`src/rtl/serdes_pattern_gen.sv`:
```
// serdes_pattern_gen
// Test-data source for the LVDS serializer path. Writes framed bursts into
// the serializer input FIFO: TRAIN_LEN training words, then BURST_LEN payload
// words from a selectable deterministic generator, then GAP_LEN idle cycles.
// Generators free-run across bursts so the far-end checker stays in lock.
//
// Ports:
//   clk        system clock (clk_ms from the clock/reset generator)
//   res_n      synchronous active-low reset
//   en         run enable (level); a started burst always completes
//   mode       payload select: 0 incr, 1 PRBS-8, 2 walking-one, 3 55/AA
//   fifo_full  FIFO full flag, stalls TRAIN/BURST
//   data       registered FIFO write data, held until accepted
//   wr_en      FIFO write strobe (combinational from fifo_full)
//   busy       high whenever the block is not IDLE
//   burst_cnt  saturating count of completed bursts
module serdes_pattern_gen #(
    parameter int                DATA_W     = 8,
    parameter int                TRAIN_LEN  = 4,
    parameter logic [DATA_W-1:0] TRAIN_WORD = 8'hA5,
    parameter int                BURST_LEN  = 64,
    parameter int                GAP_LEN    = 4,
    parameter int                CNT_W      = 16
) (
    input  logic              clk,
    input  logic              res_n,
    input  logic              en,
    input  logic [1:0]        mode,
    input  logic              fifo_full,
    output logic [DATA_W-1:0] data,
    output logic              wr_en,
    output logic              busy,
    output logic [CNT_W-1:0]  burst_cnt
);

    // The word counter only ever reaches LEN-1 of the longest phase.
    localparam int MAX_LEN = (TRAIN_LEN > BURST_LEN)
                           ? ((TRAIN_LEN > GAP_LEN) ? TRAIN_LEN : GAP_LEN)
                           : ((BURST_LEN > GAP_LEN) ? BURST_LEN : GAP_LEN);
    localparam int WC_W    = (MAX_LEN > 1) ? $clog2(MAX_LEN) : 1;

    typedef enum logic [1:0] {
        S_IDLE  = 2'd0,
        S_TRAIN = 2'd1,
        S_BURST = 2'd2,
        S_GAP   = 2'd3
    } state_t;

    function automatic logic [CNT_W-1:0] sat_inc(input logic [CNT_W-1:0] v);
        return (&v) ? v : v + CNT_W'(1);
    endfunction

    // Galois right-shift PRBS-8; a non-zero seed never reaches zero.
    function automatic logic [DATA_W-1:0] prbs_step(input logic [DATA_W-1:0] s);
        return (s >> 1) ^ (s[0] ? DATA_W'(8'hB8) : '0);
    endfunction

    state_t              r_state;
    state_t              w_next;
    logic [WC_W-1:0]     r_wcnt;
    logic [1:0]          r_mode_q;
    logic [DATA_W-1:0]   r_data;
    logic [CNT_W-1:0]    r_burst_cnt;
    logic [DATA_W-1:0]   r_inc;
    logic [DATA_W-1:0]   r_lfsr;
    logic [DATA_W-1:0]   r_walk;
    logic [DATA_W-1:0]   r_alt;

    logic                w_pending;
    logic                w_accept;
    logic                w_start;
    logic                w_train_done;
    logic                w_burst_done;
    logic [DATA_W-1:0]   w_inc_nxt;
    logic [DATA_W-1:0]   w_lfsr_nxt;
    logic [DATA_W-1:0]   w_walk_nxt;
    logic [DATA_W-1:0]   w_alt_nxt;
    logic [DATA_W-1:0]   w_pat_cur;
    logic [DATA_W-1:0]   w_pat_nxt;

    // ---- state register ----
    always_ff @(posedge clk) begin
        if (!res_n) begin
            r_state <= S_IDLE;
        end else begin
            r_state <= w_next;
        end
    end

    // ---- next-state / handshake decode ----
    always_comb begin
        w_next       = r_state;
        w_pending    = 1'b0;
        w_start      = 1'b0;
        w_train_done = 1'b0;
        w_burst_done = 1'b0;
        case (r_state)
            S_IDLE: begin
                if (en) begin
                    w_next  = S_TRAIN;
                    w_start = 1'b1;
                end
            end
            S_TRAIN: begin
                w_pending = 1'b1;
                if (!fifo_full && r_wcnt == WC_W'(TRAIN_LEN - 1)) begin
                    w_train_done = 1'b1;
                    w_next       = S_BURST;
                end
            end
            S_BURST: begin
                w_pending = 1'b1;
                if (!fifo_full && r_wcnt == WC_W'(BURST_LEN - 1)) begin
                    w_burst_done = 1'b1;
                    w_next       = S_GAP;
                end
            end
            S_GAP: begin
                if (r_wcnt == WC_W'(GAP_LEN - 1)) begin
                    w_next  = en ? S_TRAIN : S_IDLE;
                    w_start = en;
                end
            end
            default: w_next = S_IDLE;
        endcase
        w_accept = w_pending & ~fifo_full;
    end

    // ---- pattern generator select ----
    always_comb begin
        w_inc_nxt  = r_inc + DATA_W'(1);
        w_lfsr_nxt = prbs_step(r_lfsr);
        w_walk_nxt = {r_walk[DATA_W-2:0], r_walk[DATA_W-1]};
        w_alt_nxt  = ~r_alt;
        case (r_mode_q)
            2'd0: begin w_pat_cur = r_inc;  w_pat_nxt = w_inc_nxt;  end
            2'd1: begin w_pat_cur = r_lfsr; w_pat_nxt = w_lfsr_nxt; end
            2'd2: begin w_pat_cur = r_walk; w_pat_nxt = w_walk_nxt; end
            default: begin w_pat_cur = r_alt; w_pat_nxt = w_alt_nxt; end
        endcase
    end

    // ---- datapath / counters ----
    always_ff @(posedge clk) begin
        if (!res_n) begin
            r_wcnt      <= '0;
            r_mode_q    <= 2'd0;
            r_data      <= '0;
            r_burst_cnt <= '0;
            r_inc       <= DATA_W'(8'h00);
            r_lfsr      <= DATA_W'(8'h01);
            r_walk      <= DATA_W'(8'h01);
            r_alt       <= DATA_W'(8'h55);
        end else begin
            // Counts accepted writes in TRAIN/BURST, elapsed cycles in GAP.
            if (w_next != r_state) begin
                r_wcnt <= '0;
            end else if (w_accept || r_state == S_GAP) begin
                r_wcnt <= r_wcnt + WC_W'(1);
            end

            if (w_start) begin
                r_mode_q <= mode;
                r_data   <= TRAIN_WORD;
            end

            // Generators hold the next unsent word, so the first payload
            // word is simply the current value of the selected one.
            if (w_train_done) begin
                r_data <= w_pat_cur;
            end

            if (r_state == S_BURST && w_accept) begin
                case (r_mode_q)
                    2'd0:    r_inc  <= w_inc_nxt;
                    2'd1:    r_lfsr <= w_lfsr_nxt;
                    2'd2:    r_walk <= w_walk_nxt;
                    default: r_alt  <= w_alt_nxt;
                endcase
                if (w_burst_done) begin
                    r_burst_cnt <= sat_inc(r_burst_cnt);
                end else begin
                    r_data <= w_pat_nxt;
                end
            end
        end
    end

    assign data      = r_data;
    assign wr_en     = w_accept;
    assign busy      = (r_state != S_IDLE);
    assign burst_cnt = r_burst_cnt;

endmodule

```
`config.mk`:
```
export PLATFORM = sky130hd
export DESIGN_NAME = serdes_pattern_gen
export DESIGN_NICKNAME = d
export VERILOG_FILES = /design/src/rtl/serdes_pattern_gen.sv
export SDC_FILE = /design/constraint.sdc
export NUM_CORES = 1
export LEC_CHECK = 0
export ABC_AREA = 1
export BUFFER_PORTS_ARGS = -buffer_cell sky130_fd_sc_hd__buf_2
export CAP_MARGIN = 20
export CORE_ASPECT_RATIO = 1.2
export CORE_MARGIN = 2
export CORE_UTILIZATION = 35
export CTS_CLUSTER_SIZE = 14
export DETAILED_ROUTE_END_ITERATION = 16
export GPL_TIMING_DRIVEN = 0
export SETUP_SLACK_MARGIN = 0.5
export SYNTH_ARGS = -nofsm -noshare
export SYNTH_HDL_FRONTEND = slang
export SYNTH_SLANG_ARGS = --single-unit
```
`constraint.sdc`:
```
create_clock -name clk -period 2.6 [get_ports clk]
set_clock_uncertainty 0.15 [all_clocks]
set_input_delay 0.39 -clock clk [delete_from_list [all_inputs] [get_ports clk]]
set_output_delay 0.39 -clock clk [all_outputs]
set_load 0.02 [all_outputs]
```
Word level (Yosys, flattened, before mapping)
Index checks and enable logic that the tools add are counted.

storage, ports and cells
  register bits after elaboration = 66
  bits of input ports = 6
  output and inout bits = 26
  logic and storage cells = 65

operators by class
  add/subtract/negate cells = 3
  equality and inequality tests = 8
  multiplexer cells = 21
  bitwise logic cells = 7
  reductions and logical operators = 17

operators by type and width
  operator                                        number
  case mux 8 bit (3 select lines)                 2
  2-to-1 mux 8 bit                                5
  adder 16 x 1 -> 16 bit (second input constant)  1
  AND reduction 16 bit                            1
  adder 8 x 1 -> 8 bit (second input constant)    1
  2-to-1 mux 1 bit                                8
  2-to-1 mux 2 bit                                4
  NOT 8 bit                                       1
  case mux 2 bit (4 select lines)                 1
  AND reduction 2 bit                             4
  bitwise XOR 7 x 8 -> 8 bit                      1
  adder 6 x 1 -> 6 bit (second input constant)    1
  == test 2 bit (second input constant)           3
  == test 6 x 2 -> 1 bit (second input constant)  1
  == test 6 bit (second input constant)           1
  == test 2 x 1 -> 1 bit (second input constant)  2
  logical NOT 2 bit                               2
  NOT 1 bit                                       4
  OR reduction 2 bit                              2
  logical AND 1 bit                               3
  AND reduction 3 bit                             1
  OR reduction 3 bit                              1
  != test 2 bit                                   1
  case mux 1 bit (2 select lines)                 1
  other kinds (4)                                 4

Depth between registers and ports, before layout
Gate-level depths: netlist of the first run.

  depth in word-level cells = 7
  depth in mapped cells = 12
  depth with buffers taken out = 12

Worst setup path after synthesis of the first run
OpenSTA, ideal clock, no wires.

  path type = register to register
  start = register r_state[1]
  end = register r_wcnt[5]
  library setup time = 0.074 ns
  arrival time = 1.917 ns
  required time = 2.376 ns
  path slack = 0.459 ns
  cell stages (with the launch flop) = 11
  buffers on the path = 0
  period minus slack after synthesis = 2.141 ns
  cell sequence = dfxtp_1 > inv_1 > ha_1 > inv_2 > nor2_1 > nor2_1 > nor2_1 > nand2_1 > xnor2_1 > inv_1 > nor3_2

on the way
  longest elaborated chain between the ends = 5
  elaborated cells between the ends (all ways) = 15
  classes of those cells = 4 x eq/ne; 6 x mux; 1 x bitwise; 4 x reduce/logical

ends and longest elaborated chain
  item                                                     RTL line  RTL
  from (decl)                                              58        state_t r_state;
  from (signal assigned)                                   86        r_state <= w_next;
  == test 2 bit or == test 2 x 1 -> 1 bit (tied branches)  97        case (r_state)
  OR reduction 2 bit (no line) (*)                         n/a
  2-to-1 mux 1 bit (*)                                     97
  AND 1 bit (*)                                            126       w_accept = w_pending & ~fifo_full;
  net wr_en                                                31        output logic wr_en,
  logical OR 1 bit (*)                                     158       end else if (w_accept || r_state == S_GAP) begin
  to (signal assigned)                                     159       r_wcnt <= r_wcnt + WC_W'(1);
  to (decl)                                                60        logic [WC_W-1:0] r_wcnt;

The timed path passes the listed nets; every way through them passes the cells marked *.
A chain may end at the register's enable or synchronous reset.

Worst setup path after layout of the first run
  start = register r_state[1]
  end = output port wr_en

on the way
  longest elaborated chain between the ends = 4
  elaborated cells between the ends (all ways) = 5
  classes of those cells = 2 x eq/ne; 1 x mux; 1 x bitwise; 1 x reduce/logical

ends and longest elaborated chain
  item                                                     RTL line
  == test 2 bit or == test 2 x 1 -> 1 bit (tied branches)  97
  OR reduction 2 bit (no line) (*)                         n/a
  2-to-1 mux 1 bit (*)                                     97
  AND 1 bit (*)                                            126
  to (decl)                                                31

Mark *: on every way between the ends. The rest lies on a longest branch, timed or not.

==> summary.txt, run 1 <==
Run status
  • Status: finished, final reports clean

Synth
  • Syn nets: 531
  • Synth area leader: dfxtp_1
  • EDFF count, synth: 0
  • Sequential fraction of the synthesis area: between 30% and 40%
  • Flops & latches, synth: 66
  • Post-synth top cells: nand2_1 (128), dfxtp_1 (66), a21oi_1 (48)
  • Mapped Area: 3650 um2
  • Cells after Synth: 517
  • Avg Cell Area, Syn: between 7 and 8 um2
  • Synth async-reset ratio: 0%
  • Top-count cell post-synth: nand2_1
  • Post-synthesis cell type count: 38
  • Synth area leaders: dfxtp_1 (36%), nand2_1 (13%), a21oi_1 (6.6%)
  • Yosys warns: 0
  • Ys flop type: dfxtp_1
  • Post-synth top area share: a little over a third

GRT
  • Grt ovf: 0
  • Largest net degree at the start of global routing: 11
  • Number of global-route vias before repair: approximately 3400
  • Antenna violations before repair: 0
  • Gr usage total: 17.6%
  • First-pass GRT wire length: about 16 mm

Detailed routing
  • DRT Wirelength: approximately 9.5 mm
  • Via Count: 3530
  • 1st-pass router iterations: 4
  • DRC Markers: 0
  • WL/cell: ~14 um
  • Vias per cell: a little over 5
  • Routed Antenna Nets: 0
  • Number of DRC markers in iteration 0: 210

Setup path
  • CP max FO: 6
  • Crit Path Class: reg2out
  • Worst path required time: 2.06 ns
  • Arr. time, crit path: approximately 1.5 ns
  • Critical Path End Type: primary output
  • RR Startpoint: r_state[1]
  • Reg2reg setup slack: roughly 0.63 ns
  • Worst R2R End: r_inc[5]
  • Crit path launch type: register
  • Reg2Reg Depth: 11

Final layout
  • Final std cells w/o fill: 690
  • Area Growth Syn to Fin: 17.9%
  • # nets final: ~570
  • Core Util, Final: between 40% and 50%
  • Final instance area: 4310 um2
  • Share of layout cells above drive strength 1: 20.4%
  • Diode count: 0

Floorplanning
  • I/O pin total: 32
  • Core footprint: 10100 um2
  • Die width: ~97 um
  • Overall die area: 11300 um2
  • # rows: 40
  • Initial core utilization: 36.1%
  • Die Span Y: around 120 um

CTS
  • Worst-Skew Late Latency: around 0.33 ns
  • CTS tree: built
  • Sink Count: between 60 and 70
  • CTS root buffer: clkbuf_16
  • Clock Path Buffers: 2
  • # hold bufs at CTS: 0
  • Clock transition at path regs: around 0.06 ns
  • H-tree depth: 3
  • CTS buffer count: 9

Run
  • Max-cap viol count: 0

Placement
  • Post-DP Area: ~4000 um2
  • IO buf count: 30
  • RD Place Congestion: 0.911
  • DP HPWL: around 7.2 mm
  • Cell count after placement: slightly below 700
  • Place WS: between 0.4 and 0.5 ns

Timing
  • Fin. max-slew vios: 0
  • Final hold violations: 0
  • Final min period: about 2.0 ns
  • Least-Margin Pin Slew: around 0.6 ns
  • Fin Hold WS: about 0.19 ns
  • Final setup vio count: 0
  • Fin worst setup slack: 0.613 ns
  • Final Cycle Share: between 70 and 80%
  • Unrepaired setup endpoints after global routing: false
  • Fmax: a little over 500 MHz
  • Setup TNS: 0 ns
  • Slew HR: roughly three fifths

Min path
  • Hold endpoint: r_mode_q[1]
  • Worst hold path depth: 3
  • Min-delay src: mode[1]
  • HP Class: in2reg

Power
  • Total power: approximately 2.5 mW
  • Max VDD drop: 0.341 mV
  • Pleak: ~1.7 nW
  • PD cells: slightly below 600 nW/um2
-- layout make-up --
cell class | instances | area, um2
inverters | 63 | 241
plain buffers | 11 | 48.8
multi-input cells | 377 | 2070
well taps | 126 | 158
flip-flops and latches | 66 | 1330
repair buffers | 32 | 165
fillers | 1069 | 5800
clock buffers | 12 | 236
clock inverters | 3 | 65.1
-- timing repair --
action	4_1_cts	5_1_grt
gates resized for setup	2	9
pin swaps	1	0
setup buffers	2	0
setup endpoints to repair	15	40
-- worst max path at each step --
| stage | start | endpoint | slack (ns) | cells after the start |
|---|---|---|---|---|
| floorplan | r_state[1] | r_wcnt[5] | 0.60 | 10 |
| global route | r_state[0] | r_inc[5] | 0.48 | 10 |
| CTS | r_state[0] | wr_en | 0.50 | 5 |
| detailed placement | r_state[1] | r_inc[5] | 0.45 | 11 |
| global placement | r_state[1] | r_inc[5] | 0.47 | 11 |
| finish | r_state[1] | wr_en | 0.61 | 5 |
-- cells in the final DEF, fill, tap and decap left out, types with 3 or more instances in the layout --
| master | n |
|---|---|
| a21oi_1 | 48 |
| clkbuf_1 | 8 |
| xor2_1 | 11 |
| o21ai_0 | 11 |
| nand2_2 | 5 |
| inv_1 | 38 |
| xnor2_1 | 8 |
| nand3_1 | 34 |
| dfxtp_1 | 63 |
| o21ai_1 | 11 |
| a21oi_2 | 3 |
| clkinv_1 | 4 |
| nor2_4 | 10 |
| buf_2 | 36 |
| nor2_1 | 38 |
| inv_2 | 19 |
| o211ai_1 | 9 |
| nor2_2 | 6 |
| nand4_1 | 7 |
| nor3_1 | 7 |
| ha_1 | 6 |
| nand2_1 | 128 |
| o21a_1 | 3 |
| a211oi_1 | 4 |
| dfxtp_2 | 3 |
| nor3_2 | 9 |
| clkbuf_16 | 9 |
-- worst max-delay path: stages, from the launching register on --
cell,delay [ns]
dfxtp_2,0.37
inv_2,0.09
ha_1,0.29
inv_2,0.07
nor2_2,0.11
buf_2,0.18
-- flip-flops by register name (all words and copies together) (netlist names) --
signal	flops
r_alt	8
r_mode_q	2
r_walk	8
r_lfsr	8
r_inc	8
r_wcnt	6
r_state	2
data	8
burst_cnt	16
-- layer usage --
metal	routed length, um	vias up	track usage (%)
li1	-	1782	-
met1	4260	1621	20.8
met2	4410	99	29.8
met3	489	28	4.40
met4	328	0	9.26
met5	0	-	0
-- kinds of logic (layout without fill, tap and decap cells) --
family	Yosys count	after routing	synth area share, %
fa+ha+maj	8	8	2.74
simple gates	250	250	32.6
xor+xnor	19	19	4.55
buf+inv	74	121	7.94
flops	66	66	36.2
compound gates	99	99	15.7
mux	1	1	0.274
-- power by group --
part           switching (mW)  total, mW  internal, mW
logic                   0.140      0.197        0.0565
registers              0.0154       1.04          1.03
clock network           0.434       1.27         0.833
total                   0.590       2.51          1.92
No activity file was read; power rests on OpenSTA's default activity.
==> run 2, diff against run 1 <==
Clock period 2.6 ns to 1.9 ns, I/O delays scaled along.
==> run 2 against run 1 <==
  * Non-clock buffer count increased by 50
  * Highest routed layer unchanged
  * Via count increased by 8.8%
  * Sequential power increased by 37%
  * Flip-flop and latch count unchanged
  * Register-to-register slack got worse by 0.54 ns
  * First-iteration DRC count increased by 9.5%
  * Sequential share of layout area decreased by 5.3 points
  * Critical endpoint unchanged
  * Largest power group unchanged
  * Global-route usage increased by 1.8 points
==> summary.txt, run 2 (same netlist as run 1, synthesis figures left out) <==
Power
  • Pleak: 2.09 nW (was 1.66 nW)
  • Reported net switching power: 927 uW (was 590 uW)
  • P_int: 2.68 mW (was 1.92 mW)
  • PD cells: 673 nW/um2 (was 581 nW/um2)
  • Clock power frac: 49.2% (was 50.6%)
  • Switching Share: 25.7% (was 23.5%)
  • Total power: 3.61 mW (was 2.51 mW)
  • Power share of the sequential group: 39.4% (was 41.6%)
  • Max VDD drop: 0.410 mV (was 0.341 mV)
  • Combinational Power Share: 11.4% (was 7.9%)

Min path
  • Min-delay src: mode[1] (unchanged)
  • HP Class: in2reg (unchanged)
  • Hold endpoint: r_mode_q[1] (unchanged)
  • Worst hold path depth: 3 (unchanged)

Detailed routing
  • Met2 routed wirelength: 5.55 mm (was 4.41 mm)
  • DRT met1 WL: 4.76 mm (was 4.26 mm)
  • WL/cell: 14.9 um (was 13.8 um)
  • DRT Wirelength: 11.1 mm (was 9.49 mm)
  • Number of DRC markers in iteration 0: 230 (was 210)
  • DRC Markers: 0 (unchanged)
  • 1st-pass router iterations: 5 (was 4)
  • Max layer used: met4 (unchanged)
  • Vias per cell: 5.18 (was 5.12)
  • Routed wl met3: 540 um (was 489 um)
  • Via Count: 3841 (was 3530)
  • Routed Antenna Nets: 0 (unchanged)

Timing
  • Fmax: between 500 and 600 MHz
  • Unrepaired setup endpoints after global routing: true (was false)
  • Final hold violations: 0 (unchanged)
  • Final setup vio count: 0 (unchanged)
  • Final min period: 1.81 ns
  • Fin. max-slew vios: 0 (unchanged)
  • Fin Hold WS: 0.0615 ns (was 0.192 ns)
  • Least-Margin Pin Slew: 0.820 ns (was 0.613 ns)
  • Slew HR: 45.4% (was 59.1%)
  • Final Cycle Share: a little over nine tenths
  • Setup TNS: 0 ns (unchanged)

CTS
  • Sink Count: 66 (unchanged)
  • CTS buffer count: 9 (unchanged)
  • # hold bufs at CTS: 0 (unchanged)
  • Worst-Skew Late Latency: 0.34 ns (was 0.33 ns)
  • H-tree depth: 3 (unchanged)
  • Clock Path Buffers: 2 (unchanged)
  • CTS root buffer: clkbuf_16 (unchanged)
  • CTS tree: built (unchanged)
  • Clock transition at path regs: 0.06 ns (about the same)

Setup path
  • Reg2Reg Depth: 9 (was 11)
  • Worst R2R End: r_alt[5] (was r_inc[5])
  • Crit path from: r_state[1] (unchanged)
  • Arr. time, crit path: 1.37 ns (was 1.45 ns)
  • Crit Path Class: reg2out (unchanged)
  • Reg2reg setup slack: 0.09 ns (was 0.63 ns)
  • CP max FO: 4 (was 6)
  • Worst path required time: 1.46 ns (was 2.06 ns)
  • RR Startpoint: r_state[1] (unchanged)
  • Crit path launch type: register (unchanged)
  • Critical Path End Type: primary output (unchanged)

Floorplanning
  • Overall die area: 11300 um2 (unchanged)
  • Die width: 97.3 um (unchanged)
  • Die Span Y: 116 um (unchanged)
  • Core footprint: 10100 um2 (unchanged)
  • I/O pin total: 32 (unchanged)
  • Initial core utilization: 36.1% (unchanged)
  • # rows: 40 (unchanged)

Final layout
  • Filler cells: 938 (was 1069)
  • Leading cell type in the layout, fill and taps excluded: nand2_1 (unchanged)
  • Final instance area: 5360 um2 (was 4310 um2)
  • Max FFs per register: 16 (unchanged)
  • Diode count: 0 (unchanged)
  • # nets final: 625 (was 574)
  • Share of layout cells above drive strength 1: 45.9% (was 20.4%)
  • Core Util, Final: 53.0% (was 42.6%)
  • Commonest non-fill, non-tap cells in the layout: nand2_1 (101), dfxtp_1 (42), buf_4 (33) (was nand2_1 (128), dfxtp_1 (63), a21oi_1 (48))
  • Area Growth Syn to Fin: 46.7% (was 17.9%)

GRT
  • Gr usage total: 19.4% (was 17.6%)
  • Antenna violations before repair: 0 (unchanged)
  • First-pass GRT wire length: 17.3 mm (was 15.9 mm)
  • Number of global-route vias before repair: 3561 (was 3438)
  • Largest net degree at the start of global routing: 12 (was 11)
  • Grt ovf: 0 (unchanged)

Placement
  • RD Place Congestion: 0.895 (was 0.911)
  • Post-DP Area: 4100 um2 (was 3960 um2)
  • IO buf count: 30 (unchanged)
  • DP HPWL: 7.21 mm (was 7.20 mm)

Run status
  • Status: finished, final reports clean (unchanged)

Run
  • Max-cap viol count: 0 (unchanged)
## run 2: cell types whose count changed in the layout (fill, tap and decap cells not counted), sizes merged
cell / previous run / this run
nor2: 54 / 55
buf: 38 / 88
bufinv: 2 / 1
inv: 59 / 60
clkinvlp: 0 / 1
## run 2: repair_timing
item / in CTS / in global routing
cloned: 2 / 0
setup endpoints to repair: 69 / 70
hold endpoints to repair: 0 / 0
pin swaps: 34 / 40
buffers inserted: 37 / 14
resized for setup: 90 / 64
## run 2: power groups by stage
stage | registers [mW] | logic [mW] | clock network [mW]
2_1_floorplan | 1.46 | 0.197 | 0
3_3_place_gp | 1.45 | 0.284 | 0
3_5_place_dp | 1.45 | 0.286 | 0
4_1_cts | 1.42 | 0.351 | 1.78
5_1_grt | 1.42 | 0.435 | 1.84
6_report | 1.42 | 0.411 | 1.78
## run 2: layer usage
layer | global-route usage [%] | vias to the layer above
met3 | 4.10 | 19
li1 | - | 1891
met1 | 23.7 | 1813
met4 | 7.78 | 0
met2 | 33.6 | 118
met5 | 0 | -
## run 2: worst max path at each step
stage                     slack (ns)        end
final                           0.09      wr_en
after floorplan                 0.21  r_wcnt[4]
after detailed placement       -0.03    data[3]
after CTS                       0.11   r_inc[5]
after global routing            0.01   r_inc[5]
after global placement         -0.02    data[3]
## run 2: area by class of cell
class,instances,area (um2),share of cell area (%)
plain buffers,11,61.3,1.14
clock buffers,12,268,5.00
clock inverters,4,47.5,0.887
inverters,63,277,5.16
multi-input cells,378,2550,47.5
flip-flops and latches,66,1360,25.4
well taps,126,158,2.94
repair buffers,82,639,11.9
## run 2: through the flow
step,std cells,setup slack (ns)
after floorplan,517,0.209
after global placement,673,-0.0227
after detailed placement,673,-0.0325
after CTS,728,0.115
after global routing,742,0.0138
final,742,0.0915
## run 2: critical path, cell delays in order (launching register included)
cell,delay [ns]
dfxtp_4,0.39
inv_6,0.04
ha_4,0.27
inv_6,0.05
nor2_4,0.14
buf_6,0.14
==> run 3, diff against run 2 <==
--- a/constraint.sdc
+++ b/constraint.sdc
@@ -3,3 +3,3 @@
 set_input_delay 0.285 -clock clk [delete_from_list [all_inputs] [get_ports clk]]
 set_output_delay 0.285 -clock clk [all_outputs]
-set_load 0.02 [all_outputs]
+set_load 0.01 [all_outputs]
==> run 3 against run 2 <==
  * Die area unchanged
  * Largest power group unchanged
  * Non-clock buffer count down 13
  * Wire length down 8.2%
  * Count of clock-buffer cells in the layout up 2
  * Total power down 1.9%
  * Fmax about the same
  * Clock power about the same
  * Flip-flop and latch count unchanged
  * Core utilization down 3.0 points
==> summary.txt, run 3 (same netlist as run 1, synthesis figures left out) <==
Setup path
  • WP buf/inv: 5 (was 3)
  • CP max stage cell: dfxtp_4 (unchanged)
  • Cell mode on critical path: inv_6 (unchanged)
  • CP delay by family, top: buffers and inverters (was flip-flops)
  • Worst path required time: 1.97 ns (was 1.46 ns)
  • Crit path launch type: register (unchanged)
  • Arr. time, crit path: 1.88 ns (was 1.37 ns)
  • CP Cell Sequence: inv_6 -> ha_4 -> inv_6 -> nor2_4 -> inv_6 -> nor2_4 -> inv_2 -> buf_6 -> o21ai_1 -> a21oi_1 (was inv_6 -> ha_4 -> inv_6 -> nor2_4 -> buf_6)
  • Crit Path Class: reg2reg (was reg2out)
  • CP max FO: 8 (was 4)
  • Critical Path End Type: register (was primary output)
  • CP peak stage delay: 0.40 ns (was 0.39 ns)

Power
  • PD cells: 699 nW/um2 (was 673 nW/um2)
  • Max VDD drop: 0.542 mV (was 0.410 mV)
  • Pleak: 1.99 nW (was 2.09 nW)

Timing
  • Slew HR: 54.5% (was 45.4%)
  • Setup TNS: 0 ns (unchanged)
  • Final hold violations: 0 (unchanged)
  • Final min period: 1.81 ns (about the same)
  • Least-Margin Pin Slew: 0.683 ns (was 0.820 ns)
  • Fmax: 553 MHz (about the same)
  • Unrepaired setup endpoints after global routing: true (unchanged)
  • Fin. max-slew vios: 0 (unchanged)
  • Final setup vio count: 0 (unchanged)
  • Fin Hold WS: 0.115 ns (was 0.0615 ns)
  • Final Cycle Share: 95.1% (was 95.2%)

Floorplanning
  • # rows: 40 (unchanged)
  • I/O pin total: 32 (unchanged)
  • Die width: 97.3 um (unchanged)
  • Initial core utilization: 36.1% (unchanged)
  • Die Span Y: 116 um (unchanged)
  • Overall die area: 11300 um2 (unchanged)
  • Core footprint: 10100 um2 (unchanged)

GRT
  • Largest net degree at the start of global routing: 11 (was 12)
  • First-pass GRT wire length: 16.0 mm (was 17.3 mm)
  • Antenna violations before repair: 0 (unchanged)
  • Gr usage total: 17.6% (was 19.4%)
  • Grt ovf: 0 (unchanged)
  • Number of global-route vias before repair: 3317 (was 3561)

Placement
  • RD Place Congestion: 0.885 (was 0.895)
  • IO buf count: 30 (unchanged)
  • DP HPWL: 6.98 mm (was 7.21 mm)

Detailed routing
  • DRT Wirelength: 10.1 mm (was 11.1 mm)
  • 1st-pass router iterations: 4 (was 5)
  • Routed Antenna Nets: 0 (unchanged)
  • Via Count: 3654 (was 3841)
  • Vias per cell: 5.02 (was 5.18)
  • DRC Markers: 0 (unchanged)
  • Number of DRC markers in iteration 0: 152 (was 230)
  • WL/cell: 13.9 um (was 14.9 um)

CTS
  • Sink Count: 66 (unchanged)
  • Worst-Skew Late Latency: 0.33 ns (was 0.34 ns)
  • CTS root buffer: clkbuf_16 (unchanged)
  • H-tree depth: 3 (unchanged)
  • CTS buffer count: 9 (unchanged)
  • # hold bufs at CTS: 0 (unchanged)
  • Clock transition at path regs: 0.05 ns (was 0.06 ns)
  • CTS tree: built (unchanged)
  • Clock Path Buffers: 2 (unchanged)

Final layout
  • Commonest non-fill, non-tap cells in the layout: nand2_1 (112), dfxtp_1 (50), a21oi_1 (38) (was nand2_1 (101), dfxtp_1 (42), buf_4 (33))
  • Share of layout cells above drive strength 1: 37.0% (was 45.9%)
  • Leading cell type in the layout, fill and taps excluded: nand2_1 (unchanged)
  • Core Util, Final: 50.0% (was 53.0%)
  • Diode count: 0 (unchanged)
  • Storage cell area: 1350 um2 (was 1360 um2)
  • Max FFs per register: 16 (unchanged)
  • Filler cells: 954 (was 938)
  • # nets final: 612 (was 625)
  • Area Growth Syn to Fin: 38.5% (was 46.7%)
  • Multi-input combinational cell area: 2390 um2 (was 2550 um2)

Run status
  • Status: finished, final reports clean (unchanged)

Run
  • Max-cap viol count: 0 (unchanged)

Min path
  • HP Class: in2reg (unchanged)
## run 3: cell count changes in the layout (fill, tap and decap cells not counted), moves of 8 or more
| cell | delta |
|---|---|
| nand2_2 | -13 |
| buf_6 | -9 |
| nand2_1 | +11 |
| dfxtp_1 | +8 |
## run 3: where the power goes
| part | switching [mW] | internal [mW] |
|---|---|---|
| sequential | 0.0218 | 1.40 |
| clock | 0.596 | 1.16 |
| combinational | 0.222 | 0.138 |
| total | 0.840 | 2.70 |
## run 3: worst reg2reg max path, stage by stage, from the launching register on
cell and delay, ns:
dfxtp_4 0.40, inv_6 0.06, ha_4 0.28, inv_6 0.05
nor2_4 0.18, inv_6 0.11, nor2_4 0.12, inv_2 0.07
buf_6 0.13, o21ai_1 0.11, a21oi_1 0.06
## run 3: per-stage QoR
| stage | total power, mW | worst slack [ns] | std cells | instance area (um2) |
|---|---|---|---|---|
| final | 3.54 | 0.0923 | 728 | 5060 |
| after CTS | 3.51 | 0.0792 | 711 | 4770 |
| after detailed placement | 1.72 | -0.0645 | 673 | 4090 |
| after global routing | 3.67 | 0.00686 | 728 | 5060 |
| after global placement | 1.72 | -0.0541 | 673 | 4090 |
| after floorplan | 1.64 | 0.216 | 517 | 3780 |
## run 3: what timing repair did
action | 4_1_cts | 5_1_grt
cloned | 2 | 0
gates resized for setup | 56 | 44
endpoints found under the setup margin | 69 | 71
pin swaps | 19 | 20
setup buffers | 21 | 17
## run 3: path summary, 6_finish.rpt
| kind | end | slack (ns) | from | depth (start not counted) |
|---|---|---|---|---|
| setup / recovery | r_inc[1] | 0.09 | r_state[0] | 10 |
| hold / removal | r_mode_q[1] | 0.11 | mode[1] | 3 |
| setup reg to reg | r_inc[1] | 0.09 | r_state[0] | 10 |
| hold reg to reg | r_walk[7] | 0.32 | r_walk[7] | 2 |
## run 3: layout make-up
type,count,share of cell area [%]
inverter,63,5.46
clock inverter,1,0.593
clock buffer,14,5.64
timing repair buffer,69,10.0
buffer,11,1.21
multi-input combinational,378,47.2
sequential,66,26.7
tap,126,3.12
## run 3: layer usage
metal | up-vias | GRT usage [%] | share of wire, %
li1 | 1869 | - | -
met1 | 1687 | 20.7 | 43
met2 | 78 | 31.3 | 50
met3 | 20 | 4.22 | 4.6
met4 | 0 | 6.30 | 2.4
met5 | - | 0 | 0
